$ cat config.mk
export PLATFORM = sky130hd
export DESIGN_NAME = logic_probe1
export DESIGN_NICKNAME = d
export VERILOG_FILES = /design/src/rtl/logic_probe1.sv
export SDC_FILE = /design/constraint.sdc
export NUM_CORES = 1
export LEC_CHECK = 0
export ABC_CLOCK_PERIOD_IN_PS = 4640
export BUFFER_PORTS_ARGS = -buffer_cell sky130_fd_sc_hd__buf_4
export CAP_MARGIN = 20
export CORE_AREA = 3 3 107 109
export CTS_BUF_LIST = sky130_fd_sc_hd__clkbuf_16
export DETAILED_ROUTE_END_ITERATION = 8
export DIE_AREA = 0 0 110 112
export HOLD_SLACK_MARGIN = 0.15
export PLACE_DENSITY_LB_ADDON = 0.15
export SYNTH_ARGS = -nofsm -noshare
export SYNTH_HDL_FRONTEND = slang
export SYNTH_SLANG_ARGS = --single-unit
export TNS_END_PERCENT = 50
$ cat constraint.sdc
create_clock -name clk -period 4.64 [get_ports clk]
set_input_delay 0.464 -clock clk [delete_from_list [all_inputs] [get_ports clk]]
set_output_delay 0.464 -clock clk [all_outputs]
set_load 0.01 [all_outputs]
$ cat src/rtl/logic_probe1.sv
// Logic-probe core: synchronizes window-comparator outputs, drives the threshold DAC code,
// and stretches level/transition indications for the LEDs. Define LOGIC_PROBE_PULSE_MEMORY_EN to latch led_pulse.
module logic_probe1 #(
    parameter int COUNTER_WIDTH = 20
) (
    input  logic       clk,
    input  logic       nreset,
    input  logic       comp_data_hi,
    input  logic       comp_data_lo,
    input  logic [1:0] mode,
    output logic [3:0] dac_value,
    output logic       led_one,
    output logic       led_zero,
    output logic       led_floating,
    output logic       led_pulse
);
    localparam int NCNT = 3;  // 0: one, 1: zero, 2: pulse
    localparam logic [COUNTER_WIDTH-1:0] CNT_ONE = COUNTER_WIDTH'(1);

    logic [1:0] hi_sync, lo_sync;
    logic       hi_d, lo_d;
    logic       hi_s, lo_s;
    logic       lvl_one, lvl_zero, pulse_evt;

    logic [NCNT-1:0]                    load;
    logic [NCNT-1:0][COUNTER_WIDTH-1:0] cnt, cnt_next;

    assign hi_s      = hi_sync[1];
    assign lo_s      = lo_sync[1];
    assign lvl_one   = hi_s & ~lo_s;
    assign lvl_zero  = lo_s & ~hi_s;
    // Simultaneous hi/lo edges collapse into a single event.
    assign pulse_evt = (hi_s & ~hi_d) | (lo_s & ~lo_d);
    assign load      = {pulse_evt, lvl_zero, lvl_one};

    always_comb begin
        cnt_next = '0;
        for (int i = 0; i < NCNT; i++) begin
            if (load[i])
                cnt_next[i] = '1;
            else if (cnt[i] != '0)
                cnt_next[i] = cnt[i] - CNT_ONE;
            else
                cnt_next[i] = '0;
        end
    end

    always_ff @(posedge clk or negedge nreset) begin
        if (!nreset) begin
            hi_sync <= '0;
            lo_sync <= '0;
            hi_d    <= 1'b0;
            lo_d    <= 1'b0;
            cnt     <= '0;
        end else begin
            hi_sync <= {hi_sync[0], comp_data_hi};
            lo_sync <= {lo_sync[0], comp_data_lo};
            hi_d    <= hi_s;
            lo_d    <= lo_s;
            cnt     <= cnt_next;
        end
    end

    // Level LEDs track the post-load count so they light on the same edge the counter loads;
    // the pulse LED follows the stored count and therefore lags by one cycle.
    always_ff @(posedge clk or negedge nreset) begin
        if (!nreset) begin
            dac_value <= 4'd0;
            led_one   <= 1'b0;
            led_zero  <= 1'b0;
            led_pulse <= 1'b0;
        end else begin
            case (mode)
                2'd0:    dac_value <= 4'd12;
                2'd1:    dac_value <= 4'd8;
                2'd2:    dac_value <= 4'd6;
                default: dac_value <= 4'd4;
            endcase
            led_one  <= (cnt_next[0] != '0);
            led_zero <= (cnt_next[1] != '0);
`ifdef LOGIC_PROBE_PULSE_MEMORY_EN
            led_pulse <= led_pulse | (cnt[2] != '0);
`else
            led_pulse <= (cnt[2] != '0);
`endif
        end
    end

    assign led_floating = ~led_one & ~led_zero;
endmodule

# [After elaboration in Yosys (flattened, before gate mapping)]
# Index checks and enable logic that the tools add are counted.
[totals] register_bits=73 out_inout_bits=8 word_cells=41
[op_classes] add_sub_neg=3 n_eq_ne=2 muxes=7 bitwise=12 n_reduce_logical=6
[op_table] cell="20-bit two-way mux" count=6
[op_table] cell="20-bit nonzero test" count=5
[op_table] cell="20-bit by 1-bit subtractor with 20-bit output (second input constant)" count=3
[op_table] cell="4-bit one-hot mux with 3 select lines" count=1
[op_table] cell="1-bit NOT" count=6
[op_table] cell="1-bit AND" count=5
[op_table] cell="2-bit by 1-bit == test with 1-bit output (second input constant)" count=1
[op_table] cell="2-bit == test (second input constant)" count=1
[op_table] cell="2-bit zero test" count=1
[op_table] cell="1-bit bitwise OR" count=1

# [Longest topological paths before layout]
[logic_depth] ltp_word=4 ltp_mapped=9 depth_no_buf=8

# [Worst setup path before layout]
# OpenSTA, ideal clock, no wires.
[synth_path] kind="reg-to-reg" startpoint="reg cnt[0] (netlist name)" endpoint="reg led_one" setup_time_ps=129 t_arrival_ps=2394 t_required_ps=4511 setup_slack_ps=2117 stages_incl_launch_ff=8 path_buffers=0 synth_period_minus_slack_ps=2523 path_cell_list="dfrtp_1 inv_1 ha_1 nor3b_2 nand3_1 or4_1 a211o_1 a2111o_1"
[synth_rtl] item="from (decl)" line="26" text="logic [NCNT-1:0][COUNTER_WIDTH-1:0] cnt, cnt_next;"
[synth_rtl] item="from (signal assigned)" line="60" text="cnt <= cnt_next;"
[synth_rtl] item="to (signal assigned)" line="79" text="led_one <= (cnt_next[0] != '0);"
[synth_rtl] item="to (decl)" line="12" text="output logic led_one,"

==> out/metrics.cfg <==
[worst_setup_path]
critPathArrivalTime_ns = 3.09
worst_path_max_delay_cell = nor3b_2
max_stage_delay_ns = 0.58
crit_chain = inv_1 -> ha_1 -> nor3b_2 -> nand3_1 -> or4_1 -> a211o_1 -> a2111o_1
worstPathMaxFanout = 9
startpoint_type = register
crit_buf_inv = 1
crit_type = reg -> reg
crit_required_ns = 4.85
cp_top_family = simple AND/OR/NAND/NOR gates
end_kind = register

[grt]
overflow = 0
antenna_found_initial = 0
grt_pass1_wl_mm = 13.23
grt_pass1_vias = 2653
grt.total_usage_pct = 13.38
grt_max_degree = 73

[final_layout]
final_nets = 394
fillerInstances = 1062
diodes = 0
drive_gt1_share_pct = 12.63
syn_to_final_growth_pct = 14.71

[logic_synthesis]
synth_flop_cell = dfrtp_1
ys_types = 57
yosysTopAreaCellShare_pct = 48.70
ys.warnings.count = 0
yosysTopAreaCell = dfrtp_1
synthArstFlopShare_pct = 100.0
syn_area_um2 = 3700
synth-edff-count = 0
ys_seq_elements = 72
syn_nets = 387
ys_top_cells_by_area = dfrtp_1, o21ai_0, xnor2_1
netlist_instances = 376
syn_avg_cell_area_um2 = 9.840
ys_seq_area_share_pct = 48.70

[clock_network]
insertion_delay_ns = 0.33
root_buffer = clkbuf_16
cts_tree = built
hold_buffers = 0
numCtsBuffers = 9
path_clk_slew_ns = 0.06
clock_sinks = 72
post-cts-setup-buffers = 0
cts_resized = 0
cts_max_level = 3
clockBufferDepth = 2

[power_and_ir_drop]
p_leak_nw = 1.353
ir_drop_mv = 0.1879
power_density_nw_per_um2 = 386.2

[floorplan]
dieArea_um2 = 12320
ios = 14
start_util_pct = 34.58
rows = 38
die_h_um = 112
coreArea_um2 = 10700
die_w_um = 110

[job]
maxCapViolCount = 0

[route]
dr_total_vias = 2705
wl_per_cell_um = 14.51
first_pass_iters = 6
vias_per_cell = 5.123
ant_nets = 0
drtIter0Drc = 137
wl_mm = 7.663
drc = 0

[outcome]
status = completed

[placement]
dp_hpwl_mm = 4.969
port_buffers = 12
gp_congestion = 0.7949

[timing]
period_minus_slack_ns = 2.887
fin_crit_sh_pct = 62.21
rsz0062_at_grt = false
max_freq_mhz = 346.4
relSlewSlack_pct = 39.31
clock_skew_ns = 0.005195
setup_tns_ns = 0
hold_slack_ns = 0.2426
tightest_slew_ns = 0.9104
hold_viol_final = 0
setup_violations = 0
finalMaxSlewViolations = 0

[min_path]
holdCritPathClass = in -> reg

-- flip-flops by register name (all words and copies together), names as in the netlist --
name	flops
cnt	60
dac_value	3
hi_d	1
hi_sync	2
led_one	1
led_pulse	1
led_zero	1
lo_d	1
lo_sync	2
-- worst paths after layout --
kind                               from  slack (ns)      endpoint  cells past startpoint
max                              cnt[0]        1.75       led_one                      7
min                        comp_data_hi        0.24    hi_sync[0]                      1
max reg2reg                      cnt[0]        1.75       led_one                      7
min reg2reg                  lo_sync[0]        0.35    lo_sync[1]                      0
max in group asynchronous        nreset        3.78       cnt[23]                      1
min in group asynchronous        nreset        0.27  dac_value[1]                      1
-- metal layers --
| metal | vias to the layer above | part of all wire (%) | GRT usage (%) |
|---|---|---|---|
| met3 | 2 | 2.8 | 3.652 |
| li1 | 1351 | - | - |
| met4 | 0 | 0.57 | 3.491 |
| met2 | 26 | 46 | 20.11 |
| met5 | - | 0 | 0 |
| met1 | 1326 | 50 | 18.98 |
-- cell families after synthesis --
kind of cell	count (synthesis)	share of synthesized area, %
other	1	0.1014
xor gates and xnor gates	45	10.65
AOI/OAI and AO/OA	79	12.51
adders and majority gates	5	1.691
and+or+nand+nor	140	21.91
buffers and inverters	32	3.889
muxes	2	0.5411
DFF	72	48.70
-- worst reg2reg max path, delay by kind of cell (launching register included) --
kind,cells,cell delay [ns]
buf+inv,1,0.12
fa+ha+maj,1,0.24
simple gates,3,1.28
compound gates,2,0.66
flops,1,0.46
-- cell usage after synthesis (all sizes together) (4+ instances only) --
| master | instances |
|---|---|
| nor2 | 30 |
| nor4 | 14 |
| nor3 | 24 |
| xnor2 | 32 |
| nand2 | 21 |
| inv | 13 |
| xor2 | 13 |
| o21ai | 58 |
| nand3 | 9 |
| or3 | 9 |
| or4 | 4 |
| ha | 5 |
| dfrtp | 72 |
| clkbuf | 12 |
| buf | 7 |
| nand4 | 5 |
-- cell type report --
cell class / instances / area [um^2] / area share [%]
clock inverter: 7 / 120.1 / 2.830
sequential: 72 / 1802 / 42.45
multi-input combinational: 272 / 1760 / 41.48
clock buffer: 9 / 225.2 / 5.307
inverter: 13 / 48.80 / 1.150
timing repair buffer: 15 / 112.6 / 2.653
tap: 140 / 175.2 / 4.127
-- cell usage in the layout (no fill, tap or decap), drive strengths merged, types with 4 or more instances in the layout --
| master | n |
|---|---|
| inv | 13 |
| dfrtp | 72 |
| nand2 | 21 |
| xnor2 | 32 |
| or4 | 4 |
| xor2 | 13 |
| clkbuf | 9 |
| ha | 5 |
| nor2 | 30 |
| o21ai | 58 |
| nor4 | 14 |
| buf | 15 |
| nand3 | 9 |
| nor3 | 24 |
| or3 | 9 |
| nand4 | 5 |
-- through the flow --
stage	setup slack (ns)	util, %	std cells	cell area (um^2)	power [W]
2_1_floorplan	2.117	-	376	3700	0.0008202
3_3_place_gp	1.859	36.44	512	3899	0.0008482
3_5_place_dp	1.779	36.44	512	3899	0.0008516
4_1_cts	1.751	39.67	528	4244	0.001664
5_1_grt	1.505	39.67	528	4244	0.001719
6_report	1.753	39.67	528	4244	0.001639
-- where the power goes --
part / internal (W) / switching [W] / total (W)
Combinational: 0.0000540 / 0.0000677 / 0.000122
Clock: 0.000526 / 0.000274 / 0.000800
Sequential: 0.000661 / 0.0000557 / 0.000717
Total: 0.00124 / 0.000398 / 0.00164
Note: power is estimated with default switching activity, not from simulation.
